### config.mk
export PLATFORM = sky130hd
export DESIGN_NAME = line_delay_buffer
export DESIGN_NICKNAME = d
export VERILOG_FILES = /design/src/rtl/line_delay_buffer.sv
export SDC_FILE = /design/constraint.sdc
export NUM_CORES = 2
export LEC_CHECK = 0
export ABC_CLOCK_PERIOD_IN_PS = 5600
export CORE_UTILIZATION = 47
export DETAILED_ROUTE_END_ITERATION = 10
export GPL_ROUTABILITY_DRIVEN = 0
export PLACE_DENSITY = 0.71
export SYNTH_ARGS = -nofsm -noshare
export SYNTH_HDL_FRONTEND = slang
export SYNTH_SLANG_ARGS = --single-unit
export TNS_END_PERCENT = 100
### constraint.sdc
create_clock -name clk -period 5.6 [get_ports clk]
set_clock_uncertainty 0.1 [all_clocks]
set_input_delay 0.84 -clock clk [delete_from_list [all_inputs] [get_ports clk]]
set_output_delay 0.84 -clock clk [all_outputs]
set_load 0.02 [all_outputs]
### src/rtl/line_delay_buffer.sv
`default_nettype none
// ----------------------------------------------------------------------------
// line_delay_buffer : multi-lane, valid-gated, runtime-depth delay line
// Revision 1.0
// ----------------------------------------------------------------------------
module line_delay_buffer #(
  parameter  int WIDTH     = 16,
  parameter  int CHANNELS  = 3,
  parameter  int MAX_DEPTH = 64,
  localparam int DEPTH_W   = $clog2(MAX_DEPTH) + 1
) (
  input  logic                         clk,
  input  logic                         reset,
  input  logic                         cfg_load,
  input  logic [DEPTH_W-1:0]           cfg_depth,
  input  logic                         in_valid,
  input  logic [CHANNELS*WIDTH-1:0]    din,
  output logic                         out_valid,
  output logic [CHANNELS*WIDTH-1:0]    dout,
  output logic                         primed,
  output logic [DEPTH_W-1:0]           fill_count
);

  localparam int                 PTR_W       = $clog2(MAX_DEPTH);
  localparam int                 DATA_W      = CHANNELS * WIDTH;
  localparam logic [DEPTH_W-1:0] C_MAX_DEPTH = DEPTH_W'(MAX_DEPTH);

  logic [DATA_W-1:0]  mem [MAX_DEPTH];

  logic [PTR_W-1:0]   wr_ptr_q,     wr_ptr_d;
  logic [DEPTH_W-1:0] depth_q,      depth_d;
  logic [DEPTH_W-1:0] fill_count_q, fill_count_d;
  logic               primed_q,     primed_d;
  logic               out_valid_q,  out_valid_d;
  logic [DATA_W-1:0]  dout_q,       dout_d;

  logic w_accept;
  logic w_last_slot;

  assign w_accept    = in_valid & ~cfg_load;
  assign w_last_slot = ({1'b0, wr_ptr_q} == (depth_q - DEPTH_W'(1)));

  always_comb begin
    depth_d      = depth_q;
    wr_ptr_d     = wr_ptr_q;
    fill_count_d = fill_count_q;
    primed_d     = primed_q;
    out_valid_d  = 1'b0;
    dout_d       = dout_q;
    if (cfg_load) begin
      if (cfg_depth == '0) begin
        depth_d = DEPTH_W'(1);
      end else if (cfg_depth > C_MAX_DEPTH) begin
        depth_d = C_MAX_DEPTH;
      end else begin
        depth_d = cfg_depth;
      end
      wr_ptr_d     = '0;
      fill_count_d = '0;
      primed_d     = 1'b0;
    end else if (in_valid) begin
      wr_ptr_d = w_last_slot ? '0 : wr_ptr_q + 1'b1;
      // Read-before-write: the slot about to be overwritten holds the sample D beats old.
      if (primed_q) begin
        out_valid_d = 1'b1;
        dout_d      = mem[wr_ptr_q];
      end else begin
        fill_count_d = fill_count_q + 1'b1;
        primed_d     = ((fill_count_q + 1'b1) == depth_q);
      end
    end
  end

  always_ff @(posedge clk or posedge reset) begin
    if (reset) begin
      wr_ptr_q     <= '0;
      depth_q      <= C_MAX_DEPTH;
      fill_count_q <= '0;
      primed_q     <= 1'b0;
      out_valid_q  <= 1'b0;
      dout_q       <= '0;
    end else begin
      wr_ptr_q     <= wr_ptr_d;
      depth_q      <= depth_d;
      fill_count_q <= fill_count_d;
      primed_q     <= primed_d;
      out_valid_q  <= out_valid_d;
      dout_q       <= dout_d;
    end
  end

  // Storage is never reset; stale entries are masked by the primed gating.
  always_ff @(posedge clk) begin
    if (w_accept) begin
      mem[wr_ptr_q] <= din;
    end
  end

  assign out_valid  = out_valid_q;
  assign dout       = dout_q;
  assign primed     = primed_q;
  assign fill_count = fill_count_q;

endmodule
`default_nettype wire
* Word level (Yosys, flattened, before mapping)
Memories as Yosys holds them, arrays and structs flattened. A register that Yosys moved wholly into a read port is not among the register bits.
Index checks and enable logic that the tools add are counted.
** Operators by class
- Add/sub/neg operators :: 3
- Eq/ne operators :: 3
- Muxes and demuxes :: 16
- Bitwise logic cells :: 2
- Reduce and logical (&&, ||, !) cells :: 4
- $lt $le $gt $ge :: 1
** Operator list (number)
- 2-to-1 mux 7 bit :: 5
- 2-to-1 mux 6 bit :: 3
- 2-to-1 mux 1 bit :: 8
- adder 7 x 1 -> 7 bit, second input constant :: 1
- equality test 6 x 7 -> 1 bit :: 1
- equality test 7 bit :: 1
- > comparator 7 bit, second input constant :: 1
- logical NOT 7 bit :: 1
- subtractor 7 x 1 -> 7 bit, second input constant :: 1
- adder 6 x 1 -> 6 bit, second input constant :: 1
- AND reduction 3 bit :: 1
- inequality test 2 bit, second input constant :: 1
- AND reduction 2 bit :: 1
- nonzero test 2 bit :: 1
- bitwise AND 1 bit :: 1
- inverter 1 bit :: 1
** Storage, ports and cells
- Memories :: 1
- Flip-flop bits (word level) :: 22
- Input port bits :: 59
- Bits in writable memories :: 3072
** Memories
- mem :: depth 64, width 48, read ports 1, clocked after memory_dff 1, wr ports 1, line 28 : logic [DATA_W-1:0] mem [MAX_DEPTH];

* Longest topological paths before layout
- Word-level depth :: 5
- Depth in mapped cells :: 11
- Gate-level depth less buffers :: 8

* Worst setup path after synthesis
Ideal clock, no wire load.
- Path kind :: flip-flop to flip-flop
- Start :: reg wr_ptr_q[0]
- End :: mem mem[0][0] (netlist name), enable pin
- Buffers on the path :: 6
- Path slack :: 1215 ps
- Library setup time :: 454 ps
- Stages on the path, launching flop included :: 10
- Data arrival time :: 3831 ps
- Clock period less this slack :: 4385 ps
- Cell sequence :: dfrtp_1 -> buf_2 -> buf_6 -> buf_2 -> buf_2 -> buf_2 -> buf_2 -> nor2_1 -> nand3_1 -> nor2_1
** RTL lines
- start, declared :: line 30 : logic [PTR_W-1:0] wr_ptr_q, wr_ptr_d;
- start signal, assigned :: line 83 : wr_ptr_q <= wr_ptr_d;
- end, declared :: line 28
No word-level cell before the write port.

==> results_dict.tcl <==
set metrics [dict create \
    slew_headroom 0.0814 \
    tightest_slew_ns 1.38 \
    totalNegativeSetupSlack_ns 0 \
    numCtsBuffers 325 \
    synth_nets 6388 \
    critPathMaxFanout 25 \
    placed_area_mm2 0.127 \
    critPathKind "register to register" \
    max_freq_mhz 242 \
    seq_area_frac_synth 0.777 \
    synth_top_family_by_area "multiplexers" \
    ios 116 \
    synth_area_mm2 0.121 \
    leakage_nw 41.9 \
    critPathLaunchType "register" \
    drive_gt1_frac 0.201 \
    grt_max_degree 148 \
    grt_first_pass_wirelength_um 493000 \
    drc 0 \
    reg2reg_depth 6 \
    nets 6637 \
    first_pass_iters 7 \
    synth_compound_area_frac 0.0787 \
    die_w_um 509 \
    reg2reg_slack_ns 1.46 \
    syn_avg_cell_area_um2 19.1 \
    powerDensity_mw_per_mm2 370 \
    yosys_warnings 0 \
    cts_setup_buffers 0 \
    maxCapViolations 0 \
    synth_edf_count 3072 \
    synthCells 6326 \
    worst_setup_path_end_kind "register" \
    io_buffers 115 \
    cts_sinks 3142 \
    dpl.cell_count 9614 \
    rsz0062_at_grt "no" \
    cts_tree "done" \
    dp_hpwl_um 195000 \
    htreeDepth 5 \
    setup_viol 0 \
    total_power_mw 50.8 \
    wl_um 353000 \
    cts.clk_slew.worst_paths_ns 0.06 \
    synthMuxAreaShare 0.104 \
    vias_per_cell 6.68 \
    sw_frac_of_total 0.219 \
    post_cts_resized 0 \
    root_buffer "clkbuf_16" \
    clk_path_buf_depth 4 \
    p_comb_frac 0.061 \
    switchingPower_mw 11.1 \
    rr_startpoint "wr_ptr_q[0]$_DFFE_PP0P_" \
    r2r_end "dout[30]$_DFFE_PP0P_" \
    power.internal_mw 39.7 \
    final_cell_area_mm2 0.137 \
    fin_cells 10198 \
    synth_area_leader_cell "edfxtp_1" \
    period_share 0.739 \
    antenna_found_initial 24 \
    vias 68153 \
    grt.total_usage 0.270 \
    crit_arrival_ns 4.85 \
    hold_violations 0 \
    ys_seq_elements 3142 \
    peakVddDrop_mv 0.320 \
    yosysTopAreaCellShare 0.763 \
    ctsHoldBuffers 0 \
    grt_pass1_vias 65715 \
    ant_nets 0 \
    status "completed" \
    clk_latency_ns 0.94 \
    required_ns 6.31 \
    wl_per_cell_um 34.6 \
    clockPowerShare 0.420 \
    drt_iter0_drc 10572 \
    synth_ff_type "edfxtp_1" \
    ys_types 67 \
    yosys.area_share.simple 0.0183 \
    row_count 185 \
    power_frac_seq 0.519 \
    hp-class "input pin to async pin" \
    period_needed_ns 4.14 \
    maxSlewViolCount 0 \
    overflow 0 \
    syn_to_final_growth_pct 13.5 \
    die_h_um 509 \
    synth_adder_area_share 0.000310 \
    ys_top_cells_by_area "edfxtp_1 76%, mux4_2 4.1%, mux2i_1 2.9%" \
    finish.utilization 0.538 \
    synth_xor_area_frac 0.00174 \
    core-area_mm2 0.255 \
    async_flop_share 0.0223 \
    initial_utilization 0.474 \
    die_area_mm2 0.259 \
]
==> power groups by stage <==
stage	combinational (mW)	sequential, mW	clock (mW)
final	3.12	26.4	21.3
after global routing	3.25	26.4	22.3
after CTS	3.07	26.4	21.5
after detailed placement	3.06	26.9	0
after global placement	3.02	26.9	0
after floorplan	1.48	26.8	0
==> how the worst max path moves through the flow <==
stage	from	end	slack (ns)	cells after the start
floorplan	wr_ptr_q[0]$_DFFE_PP0P_	mem[0][0]$_DFFE_PP_	1.21	9
global placement	cfg_load	mem[0][22]$_DFFE_PP_	1.27	5
detailed placement	cfg_load	mem[18][5]$_DFFE_PP_	1.29	5
CTS	wr_ptr_q[5]$_DFFE_PP0P_	mem[39][42]$_DFFE_PP_	1.58	5
global route	wr_ptr_q[5]$_DFFE_PP0P_	mem[33][20]$_DFFE_PP_	1.48	5
finish	wr_ptr_q[0]$_DFFE_PP0P_	dout[30]$_DFFE_PP0P_	1.46	6
==> per-layer routing <==
metal	up-vias	routed length (um)	track usage
li1	26913	-	-
met1	35090	130000	0.374
met2	5298	160000	0.411
met3	840	46800	0.0660
met4	12	15200	0.108
met5	-	82	0
==> cells by family (layout without fill, tap and decap cells) <==
group                    after synthesis  after routing
AO/OA/AOI/OAI                       1270           1270
XOR/XNOR                              24             24
adder cells (fa/ha/maj)                3              3
buffers and inverters                458            953
flip-flops                          3142           3142
multiplexers                         933            933
other                                  0             11
AND/OR/NAND/NOR                      496            496
==> sequential cells by signal, summed over array words and instances, names as in the netlist <==
register,flops
depth_q,7
dout,48
fill_count,7
mem,3072
out_valid,1
primed,1
wr_ptr_q,6
==> critical path, cell delays in order (launching register included) <==
cell and delay, ns:
dfrtp_4 0.86, nor2b_4 1.10, buf_4 0.58, a22oi_1 0.15, a311oi_1 0.57, o21ai_0 0.34, o22a_1 0.26
==> cell usage in the layout (no fill, tap or decap), drive strengths merged, types with 16 or more instances in the layout <==
cell type,synthesis,final
mux4,218,218
buf,304,298
edfxtp,3072,3072
clkinv,0,122
a21oi,100,100
a221oi,360,360
bufinv,0,36
inv,15,19
o22ai,184,184
a31oi,25,25
o32a,24,24
o221ai,18,18
o2111ai,16,16
nand2,203,203
xnor2,16,16
o211ai,19,19
a22oi,370,370
clkdlybuf4s50,0,67
dfrtp,69,69
nand4,16,16
nand3,63,63
mux2i,354,354
clkbuf,139,401
nor2b,16,16
nor2,137,137
o21ai,75,75
mux2,361,361
==> Yosys cell counts (all sizes together), types with 18 or more instances <==
cell type,instances
o32a,24
nand3,63
a22oi,370
edfxtp,3072
a31oi,25
a21oi,100
mux2,361
o21ai,75
dfrtp,69
o221ai,18
mux4,218
nand2,203
buf,304
o211ai,19
nor2,137
mux2i,354
a221oi,360
o22ai,184
clkbuf,139
==> final cells by class <==
class | instances | area (um2)
clock buffers | 401 | 8670
inverters | 15 | 72.6
well taps | 3366 | 4210
diodes | 11 | 27.5
clock inverters | 172 | 1740
multi-input cells | 2726 | 25200
repair buffers | 365 | 3390
fillers | 19121 | 118000
flip-flops and latches | 3142 | 94000
==> per-stage QoR <==
step,hold WS (ns),worst slack [ns]
after floorplan,0.454,1.21
after global placement,0.468,1.27
after detailed placement,0.458,1.29
after CTS,0.355,1.58
after global routing,0.405,1.48
final,0.405,1.46
Note: power is estimated with default switching activity, not from simulation.
